File: src/rtl/pcu_seq.sv
// PC unit sequencer: fetch/wait/issue/halt control, PC, retire count.
// Optional PCU_MISALIGN_TRAP_EN halts on a misaligned next PC.
module pcu_seq #(
  parameter int unsigned CPU_WIDTH = 32,
  parameter logic [CPU_WIDTH-1:0] RESET_PC = 32'h8000_0000
) (
  input  logic                 i_clk,
  input  logic                 i_rst,
  output logic [CPU_WIDTH-1:0] o_pcu_pc,
  output logic                 o_imem_req,
  input  logic                 i_imem_gnt,
  input  logic                 i_imem_rvalid,
  input  logic [31:0]          i_imem_rdata,
  output logic [31:0]          o_pcu_inst,
  output logic                 o_pcu_inst_valid,
  input  logic                 i_exu_done,
  input  logic [CPU_WIDTH-1:0] i_bru_next_pc,
  input  logic                 i_exu_ebreak,
  output logic                 o_pcu_commit,
  output logic [31:0]          o_pcu_icount,
`ifdef PCU_MISALIGN_TRAP_EN
  output logic                 o_pcu_misalign,
`endif
  output logic                 o_pcu_halt
);

  localparam logic [1:0] FETCH = 2'd0;
  localparam logic [1:0] WAIT  = 2'd1;
  localparam logic [1:0] ISSUE = 2'd2;
  localparam logic [1:0] HALT  = 2'd3;

  logic [1:0]           r_state;
  logic [CPU_WIDTH-1:0] r_pc;
  logic [31:0]          r_inst;
  logic                 r_commit;
  logic [31:0]          r_icount;
  logic                 w_misalign;
`ifdef PCU_MISALIGN_TRAP_EN
  logic                 r_misalign;
`endif

  // Misaligned target only matters for a normal (non-ebreak) retire;
  // ebreak keeps the PC so its next-PC is never loaded.
`ifdef PCU_MISALIGN_TRAP_EN
  assign w_misalign = ~i_exu_ebreak & (i_bru_next_pc[1:0] != 2'b00);
`else
  assign w_misalign = 1'b0;
`endif

  // Sequencer state, PC, instruction latch and retire bookkeeping.
  always_ff @(posedge i_clk) begin
    if (i_rst) begin
      r_state  <= FETCH;
      r_pc     <= RESET_PC;
      r_inst   <= 32'h0;
      r_commit <= 1'b0;
      r_icount <= 32'h0;
    end else begin
      r_commit <= 1'b0;
      case (r_state)
        FETCH: begin
          if (i_imem_gnt) begin
            if (i_imem_rvalid) begin
              r_inst  <= i_imem_rdata;
              r_state <= ISSUE;
            end else begin
              r_state <= WAIT;
            end
          end
        end
        WAIT: begin
          if (i_imem_rvalid) begin
            r_inst  <= i_imem_rdata;
            r_state <= ISSUE;
          end
        end
        ISSUE: begin
          if (i_exu_done) begin
            if (w_misalign) begin
              r_state <= HALT;
            end else begin
              r_commit <= 1'b1;
              r_icount <= r_icount + 32'd1;
              if (i_exu_ebreak) begin
                r_state <= HALT;
              end else begin
                r_pc    <= i_bru_next_pc;
                r_state <= FETCH;
              end
            end
          end
        end
        default: r_state <= HALT;
      endcase
    end
  end

`ifdef PCU_MISALIGN_TRAP_EN
  // Sticky misalign flag, cleared only by reset.
  always_ff @(posedge i_clk) begin
    if (i_rst) begin
      r_misalign <= 1'b0;
    end else if (r_state == ISSUE && i_exu_done && w_misalign) begin
      r_misalign <= 1'b1;
    end
  end

  assign o_pcu_misalign = r_misalign;
`endif

  assign o_pcu_pc         = r_pc;
  assign o_pcu_inst       = r_inst;
  assign o_pcu_commit     = r_commit;
  assign o_pcu_icount     = r_icount;
  assign o_imem_req       = (r_state == FETCH);
  assign o_pcu_inst_valid = (r_state == ISSUE);
  assign o_pcu_halt       = (r_state == HALT);

endmodule

File: config.mk
export PLATFORM = sky130hd
export DESIGN_NAME = pcu_seq
export DESIGN_NICKNAME = d
export VERILOG_FILES = /design/src/rtl/pcu_seq.sv
export SDC_FILE = /design/constraint.sdc
export NUM_CORES = 1
export LEC_CHECK = 0
export ABC_CLOCK_PERIOD_IN_PS = 3000
export CAP_MARGIN = 15
export CORE_MARGIN = 8
export CORE_UTILIZATION = 42
export CTS_CLUSTER_DIAMETER = 40
export DETAILED_ROUTE_END_ITERATION = 10
export PLACE_DENSITY_LB_ADDON = 0.15
export SLEW_MARGIN = 20
export SYNTH_ARGS = -nofsm -noshare
export SYNTH_HDL_FRONTEND = slang
export SYNTH_SLANG_ARGS = --single-unit
File: constraint.sdc
create_clock -name i_clk -period 3 [get_ports i_clk]
set_input_delay 0.9 -clock i_clk [delete_from_list [all_inputs] [get_ports i_clk]]
set_output_delay 0.9 -clock i_clk [all_outputs]
set_load 0.01 [all_outputs]
==> results.cfg, run 1 <==
[setup_path]
r2r-end = o_pcu_icount[30]
worstPathMaxFanout = 11
arrival_ps = 1770
rr_worst_depth = 4
crit-reg2reg-launch = r_state[1]
worst_setup_path_start_kind = register
path_class = register to output pin
rrSetupSlack_ps = 740
crit_start = r_state[1]
end_kind = output pin
cp_data_required_time_ps = 2100
max_stage_delay_ps = 590
slowest_stage = dfxtp_1
crit_path_cell_trace = and2b_1 > clkdlybuf4s50_1

[yosys]
synth-async-reset-ratio = 0
syn_nets = 547
synth-edff-count = 0
ys_warn_count = 0
netlist_instances = 476
yosysUniqueCellTypes = 36
synthFlopType = dfxtp_1
syn_area_per_cell_sq_um = 8.143
synth_seq_cells = 99
syn_area_sq_um = 3876
yosysSeqAreaShare = 0.5113

[routing]
drtIter0Drc = 186
vias = 3877
ant_nets = 0
viasPerCell = 5.162
drt_pass1_iterations = 6
drcViolationCount = 0
routed_wl_um = 11780
routedWlPerCell_um = 15.68

[clock_tree]
root_buffer = clkbuf_8
clk_pin_slew_ps = 90
cts_tree = yes
post_cts_buffers = 0
cts_buffers = 9
clk_path_buf_depth = 2
cts.hold.buffers_added = 0
cts_sinks = 99
htree_levels = 3
cts_resized = 0
insertion_delay_ps = 370

[die]
fp.dieW_um = 112.1
initial_core_util = 0.4255
die_area_sq_um = 12560
core_region_area_sq_um = 9109
boundaryPins = 170
rows = 35
dieHeight_um = 112.1

[layout]
layout_commonest_cell = clkdlybuf4s50_1
drive_above_1_share = 0.05781
syn_to_final_growth_pct = 51.07
final_cell_mix = clkdlybuf4s50_1, nand2_1, dfxtp_1, a21oi_1, nor2_1
antenna_cells = 0
utilization = 0.6429
layoutNonFillerInstCount = 751
final_nets = 706

[global_route]
grt.total_usage = 0.1847
grt_overflow = 0
first_global_vias = 3755
grt_pass1_wl_um = 19030
grt_max_degree = 58
antenna_found_initial = 0

[sta]
rsz0062_at_grt = no
setup_viol = 0
slew_headroom = 0.5856
fin_crit_ps = 2667
finalMaxSlewViolations = 0
finalHoldViolCount = 0
skew_ps = 13.01
holdWs_ps = 457.0
period_share = 0.8889
setup-tns-final_ps = 0
fmax_mhz = 375.0
worst_pin_slew_ps = 621.6

[placed_design]
globalplace.congestion = 0.8239
portBuffers = 169
hpwl_um = 8584
dp_cells = 735

[power_and_ir_drop]
powerDensity_nw_per_um2 = 428.6
cellLeakagePower_uw = 0.002007
peakVddDrop_mv = 0.2158
design_power_total_uw = 2509

[hold_path]
whs_path_depth = 2
hold-path-endpoint = o_pcu_inst[14]
hp-start = o_pcu_inst[14]
hold_path.class = register to register

[run_status]
run_status = finished clean

[job]
drv_cap = 0
==> metal layers <==
layer,wire length [um],share of wire,GRT usage
met4,208,0.018,0.06565
met2,5601,0.48,0.3086
met1,4875,0.41,0.2071
met3,1091,0.093,0.07783
met5,0,0,0
==> registers in the layout, indices dropped and copies added (netlist names) <==
name and flops:
o_pcu_commit 1, o_pcu_icount 32, o_pcu_inst 32, o_pcu_pc 32, r_state 2
==> power by group <==
group | switching [uW] | total, uW | internal, uW | leakage (uW)
Sequential | 24.4 | 1380 | 1350 | 0.000802
Combinational | 132 | 311 | 180 | 0.00111
Clock | 484 | 823 | 338 | 0.0000925
==> synthesized netlist by cell type (6+ instances only) <==
master,number,area (sq um)
o21ai_0,7,35.03
nand4_1,6,37.54
xor2_1,6,52.55
a21oi_1,83,415.4
dfxtp_1,99,1982
or4_1,12,90.09
o31ai_1,12,90.09
clkbuf_1,24,90.09
nand2_1,140,525.5
or3_1,6,37.54
nand3_1,11,55.05
nor2_1,20,75.07
==> cell type report <==
type	count	area, sq um
Fill cell	812	3253
Clock inverter	5	45.04
Sequential cell	99	1982
Tap cell	111	138.9
Inverter	5	18.77
Clock buffer	11	141.4
Multi-Input combinational cell	342	1748
Timing Repair Buffer	178	1782
==> per-stage QoR <==
step	instance area [sq um]	setup slack, ps
5_1_grt	5856	279.9
4_1_cts	5856	329.3
3_3_place_gp	5669	97.63
2_1_floorplan	3876	578.2
3_5_place_dp	5669	-19.53
6_report	5856	333.4
==> cells by family after synthesis <==
family                     after synthesis  synth area share
xor gates and xnor gates                 9           0.02034
AOI/OAI and AO/OA                      103            0.1414
muxes                                    4           0.01162
adders and majority gates                1          0.003227
and+or+nand+nor                        225            0.2731
buffers and inverters                   35           0.03906
DFF                                     99            0.5113
==> critical path, delay by kind of cell, from the launching register on <==
kind	cells	cell delay, ps
flip-flops	1	590
AND/OR/NAND/NOR	1	260
buffers and inverters	1	560
==> how the worst max path moves through the flow <==
stage | to | slack, ps | depth (start not counted)
6_report | o_pcu_inst_valid | 330 | 2
5_1_grt | o_pcu_inst_valid | 280 | 2
4_1_cts | o_pcu_inst_valid | 330 | 2
3_5_place_dp | o_pcu_icount[30] | -20 | 5
3_3_place_gp | o_pcu_icount[31] | 100 | 5
2_1_floorplan | o_pcu_icount[27] | 580 | 6
(Power assumes the default switching activity.)
==> inputs of run 2 (changes only) <==
--- a/config.mk
+++ b/config.mk
@@ -5,14 +5,16 @@
 export SDC_FILE = /design/constraint.sdc
 export NUM_CORES = 1
 export LEC_CHECK = 0
+export ABC_AREA = 1
 export ABC_CLOCK_PERIOD_IN_PS = 3000
 export CAP_MARGIN = 15
 export CORE_MARGIN = 8
-export CORE_UTILIZATION = 42
+export CORE_UTILIZATION = 43
+export CTS_BUF_LIST = sky130_fd_sc_hd__clkbuf_16
 export CTS_CLUSTER_DIAMETER = 40
 export DETAILED_ROUTE_END_ITERATION = 10
 export PLACE_DENSITY_LB_ADDON = 0.15
-export SLEW_MARGIN = 20
+export SLEW_MARGIN = 10
 export SYNTH_ARGS = -nofsm -noshare
 export SYNTH_HDL_FRONTEND = slang
 export SYNTH_SLANG_ARGS = --single-unit
==> results.cfg, run 2 <==
[run_status]
run_status = finished clean

[global_route]
first_global_vias = 4128
grtUsageMet2 = 0.3261
met3_usage = 0.05169
grt_pass1_wl_um = 20240
antenna_found_initial = 0
grt.total_usage = 0.1929
grt_overflow = 0
met1_usage = 0.2246
grt_max_degree = 65
gr-max-usage-layer = met2

[sta]
period_share = 0.8190
finalMaxSlewViolations = 0
worst_pin_slew_ps = 964.2
setup_viol = 0
rsz0062_at_grt = no
setup-tns-final_ps = 0
fmax_mhz = 407.0
skew_ps = 6.602
slew_headroom = 0.3565
finalHoldViolCount = 0
fin_crit_ps = 2457

[routing]
routedWlPerCell_um = 14.10
drt_pass1_iterations = 4
ant_nets = 0
routed_wl_um = 12590
drtIter0Drc = 268
vias = 4274
drcViolationCount = 0
viasPerCell = 4.786

[layout]
syn_to_final_growth_pct = 50.24
final_cell_mix = nor2_1, clkdlybuf4s50_1, dfxtp_1, nand2_1, o21ai_0
layoutNonFillerInstCount = 893
drive_above_1_share = 0.04737
layout_commonest_cell = nor2_1
antenna_cells = 0
final_nets = 826
fillers = 850

[setup_path]
rrSetupSlack_ps = 1140
worstPathMaxFanout = 7
arrival_ps = 1560
cp_top_family = buffers and inverters
crit-reg2reg-launch = r_state[1]
slowest_stage = clkdlybuf4s50_1
r2r-end = o_pcu_inst[30]
cp_data_required_time_ps = 2100
max_stage_delay_ps = 560
cp_num_buf_inv = 2
crit_path_cell_trace = nand2_1 > inv_1 > clkdlybuf4s50_1
path_class = register to output pin
worst_setup_path_start_kind = register
end_kind = output pin
rr_worst_depth = 7

[yosys]
syn_area_sq_um = 4149
netlist_instances = 593
ys_warn_count = 0
ys_top_cells_by_area = dfxtp_1, nor2_1, o21ai_0
yosysUniqueCellTypes = 32
syn_nets = 664
synth-async-reset-ratio = 0
yosys-top-cells-count = nor2_1, dfxtp_1, nand2_1
syn_area_per_cell_sq_um = 6.997
synth_seq_cells = 99
synth-edff-count = 0
synthFlopType = dfxtp_1
synth_area_leader_cell = dfxtp_1
synthMostInstantiatedCell = nor2_1
yosysSeqAreaShare = 0.4777
yosysTopAreaCellShare = 0.4777

[job]
drv_cap = 0

[clock_tree]
cts_resized = 0
cts_buffers = 9
cts_tree = yes
insertion_delay_ps = 330
clk_pin_slew_ps = 70
cts.hold.buffers_added = 0
htree_levels = 3
clk_path_buf_depth = 2
root_buffer = clkbuf_16
post_cts_buffers = 0
cts_sinks = 99

[hold_path]
hp-start = o_pcu_pc[31]
whs_path_depth = 2
hold_path.class = register to register
hold-path-endpoint = o_pcu_pc[31]

[power_and_ir_drop]
powerDensity_nw_per_um2 = 477.1
cellLeakagePower_uw = 0.002521
peakVddDrop_mv = 0.3171

[die]
initial_core_util = 0.4345
dieHeight_um = 114.2
fp.dieW_um = 114.2
rows = 36
die_area_sq_um = 13050
boundaryPins = 170
core_region_area_sq_um = 9549

[placed_design]
dp_cells = 877
hpwl_um = 9457
portBuffers = 169
globalplace.congestion = 0.8551
## run 2: changes by cell type after synthesis, moves of 8 or more
| cell | previous run | this run |
|---|---|---|
| inv_1 | 5 | 49 |
| nand3_1 | 11 | 31 |
| or4_1 | 12 | 0 |
| clkbuf_1 | 24 | 16 |
| o21ai_0 | 7 | 67 |
| o31ai_1 | 12 | 0 |
| a21oi_1 | 83 | 15 |
| nor2_1 | 20 | 186 |
| nand2_1 | 140 | 76 |
## run 2: worst max path at each step
| stage | slack, ps | end | from | depth (start not counted) |
|---|---|---|---|---|
| final | 540 | o_pcu_inst_valid | r_state[1] | 3 |
| after global routing | 430 | o_pcu_inst_valid | r_state[1] | 3 |
| after CTS | 550 | o_pcu_inst_valid | r_state[1] | 3 |
| after detailed placement | 390 | o_pcu_pc[13] | i_exu_ebreak | 7 |
| after global placement | 460 | o_pcu_pc[24] | i_exu_ebreak | 7 |
| after floorplan | 1190 | o_pcu_pc[0] | i_exu_ebreak | 7 |
## run 2: through the flow
stage                     utilization  instance area, sq um  setup WS (ps)  hold slack, ps  power [uW]
after floorplan                     -                  4149           1188           491.1        1633
after global placement         0.6229                  5948          458.4           439.2        1892
after detailed placement       0.6229                  5948          393.3           446.4        1903
after CTS                      0.6528                  6233          548.4           466.6        3012
after global routing           0.6528                  6233          428.1           502.5        3126
final                          0.6528                  6233          543.1           461.4        2974
## run 2: per-layer routing
metal	wire (um)	vias to the layer above
met4	278	0
met3	915	19
met2	6091	129
met1	5308	1917
li1	-	2209
met5	0	-
## run 2: cells by family after synthesis
family                   share of synthesized area
XOR/XNOR                                  0.006334
AND/OR/NAND/NOR                             0.3242
buffers and inverters                      0.07328
flip-flops                                  0.4777
adder cells (fa/ha/maj)                   0.003015
AO/OA/AOI/OAI                               0.1155
## run 2: tightest hold or removal path, cell delays in order, from the launching register on
cell     delay, ps
dfxtp_1        330
nand2_1         50
nand3_1         50
## run 2: layout make-up
| class | count | area, sq um | area share |
|---|---|---|---|
| Sequential cell | 99 | 1982 | 0.3179 |
| Multi-Input combinational cell | 419 | 1863 | 0.2989 |
| Timing Repair Buffer | 174 | 1742 | 0.2794 |
| Clock buffer | 9 | 225.2 | 0.03613 |
| Inverter | 52 | 195.2 | 0.03131 |
| Clock inverter | 7 | 60.06 | 0.009635 |
| Tap cell | 133 | 166.4 | 0.02670 |
## run 2: report_power, final
part	internal [uW]	switching, uW	total [uW]
logic	250	201	451
clock network	636	467	1100
registers	1380	36.7	1420
==> inputs of run 3 (changes only) <==
--- a/config.mk
+++ b/config.mk
@@ -6,10 +6,10 @@
 export NUM_CORES = 1
 export LEC_CHECK = 0
 export ABC_AREA = 1
-export ABC_CLOCK_PERIOD_IN_PS = 3000
+export ABC_CLOCK_PERIOD_IN_PS = 2000
 export CAP_MARGIN = 15
 export CORE_MARGIN = 8
-export CORE_UTILIZATION = 43
+export CORE_UTILIZATION = 39
 export CTS_BUF_LIST = sky130_fd_sc_hd__clkbuf_16
 export CTS_CLUSTER_DIAMETER = 40
 export DETAILED_ROUTE_END_ITERATION = 10
==> constraint.sdc (replaced) <==
create_clock -name i_clk -period 2 [get_ports i_clk]
set_input_delay 0.6 -clock i_clk [delete_from_list [all_inputs] [get_ports i_clk]]
set_output_delay 0.6 -clock i_clk [all_outputs]
set_load 0.01 [all_outputs]
==> results.cfg, run 3 (same netlist as run 2, synthesis figures left out) <==
[run_status]
run_status = finished clean

[global_route]
grt.total_usage = 0.1805
grt_pass1_wl_um = 21110
grt_overflow = 0
first_global_vias = 4242
antenna_found_initial = 0
grt_max_degree = 53

[die]
die_area_sq_um = 14190
dieHeight_um = 119.1
boundaryPins = 170
initial_core_util = 0.4019
fp.dieW_um = 119.1
core_region_area_sq_um = 10320
rows = 37

[layout]
drive_above_1_share = 0.07403
syn_to_final_growth_pct = 55.19
fillers = 925
layout_commonest_cell = nor2_1
register_area_sq_um = 1993
multi_input_area_sq_um = 1863
antenna_cells = 0
final_nets = 836
utilization = 0.6237
final_cell_mix = nor2_1, clkdlybuf4s50_1, dfxtp_1, nand2_1, o21ai_0

[placed_design]
hpwl_um = 9589
portBuffers = 169
preCtsSetupSlack_ps = -130.7
globalplace.congestion = 0.8966

[clock_tree]
htree_levels = 3
root_buffer = clkbuf_16
cts_sinks = 99
cts.hold.buffers_added = 0
clk_pin_slew_ps = 70
clk_path_buf_depth = 2
cts_buffers = 9
insertion_delay_ps = 340
cts_tree = yes

[sta]
rsz0062_at_grt = no
finalHoldViolCount = 0
finalMaxSlewViolations = 0
slew_headroom = 0.7807
setup_viol = 0
worst_slack_ps = 44.26
worst_pin_slew_ps = 327.8
fmax_mhz = 511.3
skew_ps = 4.282
fin_crit_ps = 1956
period_share = 0.9779
holdWs_ps = 476.5

[setup_path]
worst_setup_path_start_kind = register
cp_num_cells = 1
end_kind = output pin
slowest_stage = clkdlybuf4s50_1
cp_data_required_time_ps = 1400
max_stage_delay_ps = 580
rr_worst_depth = 9
cp_num_buf_inv = 1
worstPathMaxFanout = 6
arrival_ps = 1360
cp_top_family = buffers and inverters
path_class = register to output pin
crit_path_cell_trace = clkdlybuf4s50_1

[routing]
routedWlPerCell_um = 14.00
ant_nets = 0
viasPerCell = 4.792
routed_wl_um = 12690
drcViolationCount = 0
drtIter0Drc = 296
drt_pass1_iterations = 5
vias = 4342

[hold_path]
hold_path.class = register to register
whs_path_depth = 2

[power_and_ir_drop]
design_power_total_uw = 4796
cellLeakagePower_uw = 0.002719
powerDensity_nw_per_um2 = 744.9
peakVddDrop_mv = 0.4015

[job]
drv_cap = 0
[run 3: cell types whose count changed in the layout (fill, tap and decap cells not counted), sizes merged]
| cell | change |
|---|---|
| dlymetal6s2s | +5 |
| bufinv | +2 |
| clkinv | -1 |
| inv | -1 |
| clkdlybuf4s50 | -8 |
| dlygate4sd2 | +3 |
| buf | +10 |
[run 3: final cells by class]
| type | instances | share of cell area |
|---|---|---|
| clock buffers | 9 | 0.03498 |
| clock inverters | 7 | 0.01807 |
| inverters | 52 | 0.03031 |
| multi-input cells | 419 | 0.2894 |
| flip-flops and latches | 99 | 0.3096 |
| well taps | 136 | 0.02643 |
| repair buffers | 184 | 0.2913 |
[run 3: through the flow]
step / TNS, ps / area, sq um / instances
after floorplan: 0 / 4149 / 593
after global placement: -558.3 / 6077 / 890
after detailed placement: -1165 / 6077 / 890
after CTS: 0 / 6419 / 906
after global routing: 0 / 6439 / 906
final: 0 / 6439 / 906
[run 3: timing repair]
action | CTS | global route
pin swaps | 0 | 0
setup buffers | 0 | 0
gates resized for setup | 6 | 11
setup endpoints to repair | 5 | 11
[run 3: worst paths after layout]
kind | from | endpoint | slack, ps
min | o_pcu_pc[31] | o_pcu_pc[31] | 480
max | o_pcu_icount[22] | o_pcu_icount[22] | 40
max reg2reg | o_pcu_icount[0] | o_pcu_icount[28] | 380
min reg2reg | o_pcu_pc[31] | o_pcu_pc[31] | 480
[run 3: report_power, final]
group | total [uW] | switching, uW | internal, uW
Sequential | 2130 | 52.6 | 2070
Combinational | 696 | 303 | 393
Clock | 1970 | 753 | 1220
Total | 4800 | 1110 | 3690
[run 3: per-layer routing]
metal | vias up | part of all wire | track usage
met5 | - | 0 | 0
met4 | 0 | 0.019 | 0.07510
met3 | 17 | 0.073 | 0.05291
met2 | 135 | 0.46 | 0.2940
met1 | 1966 | 0.44 | 0.2181
li1 | 2224 | - | -
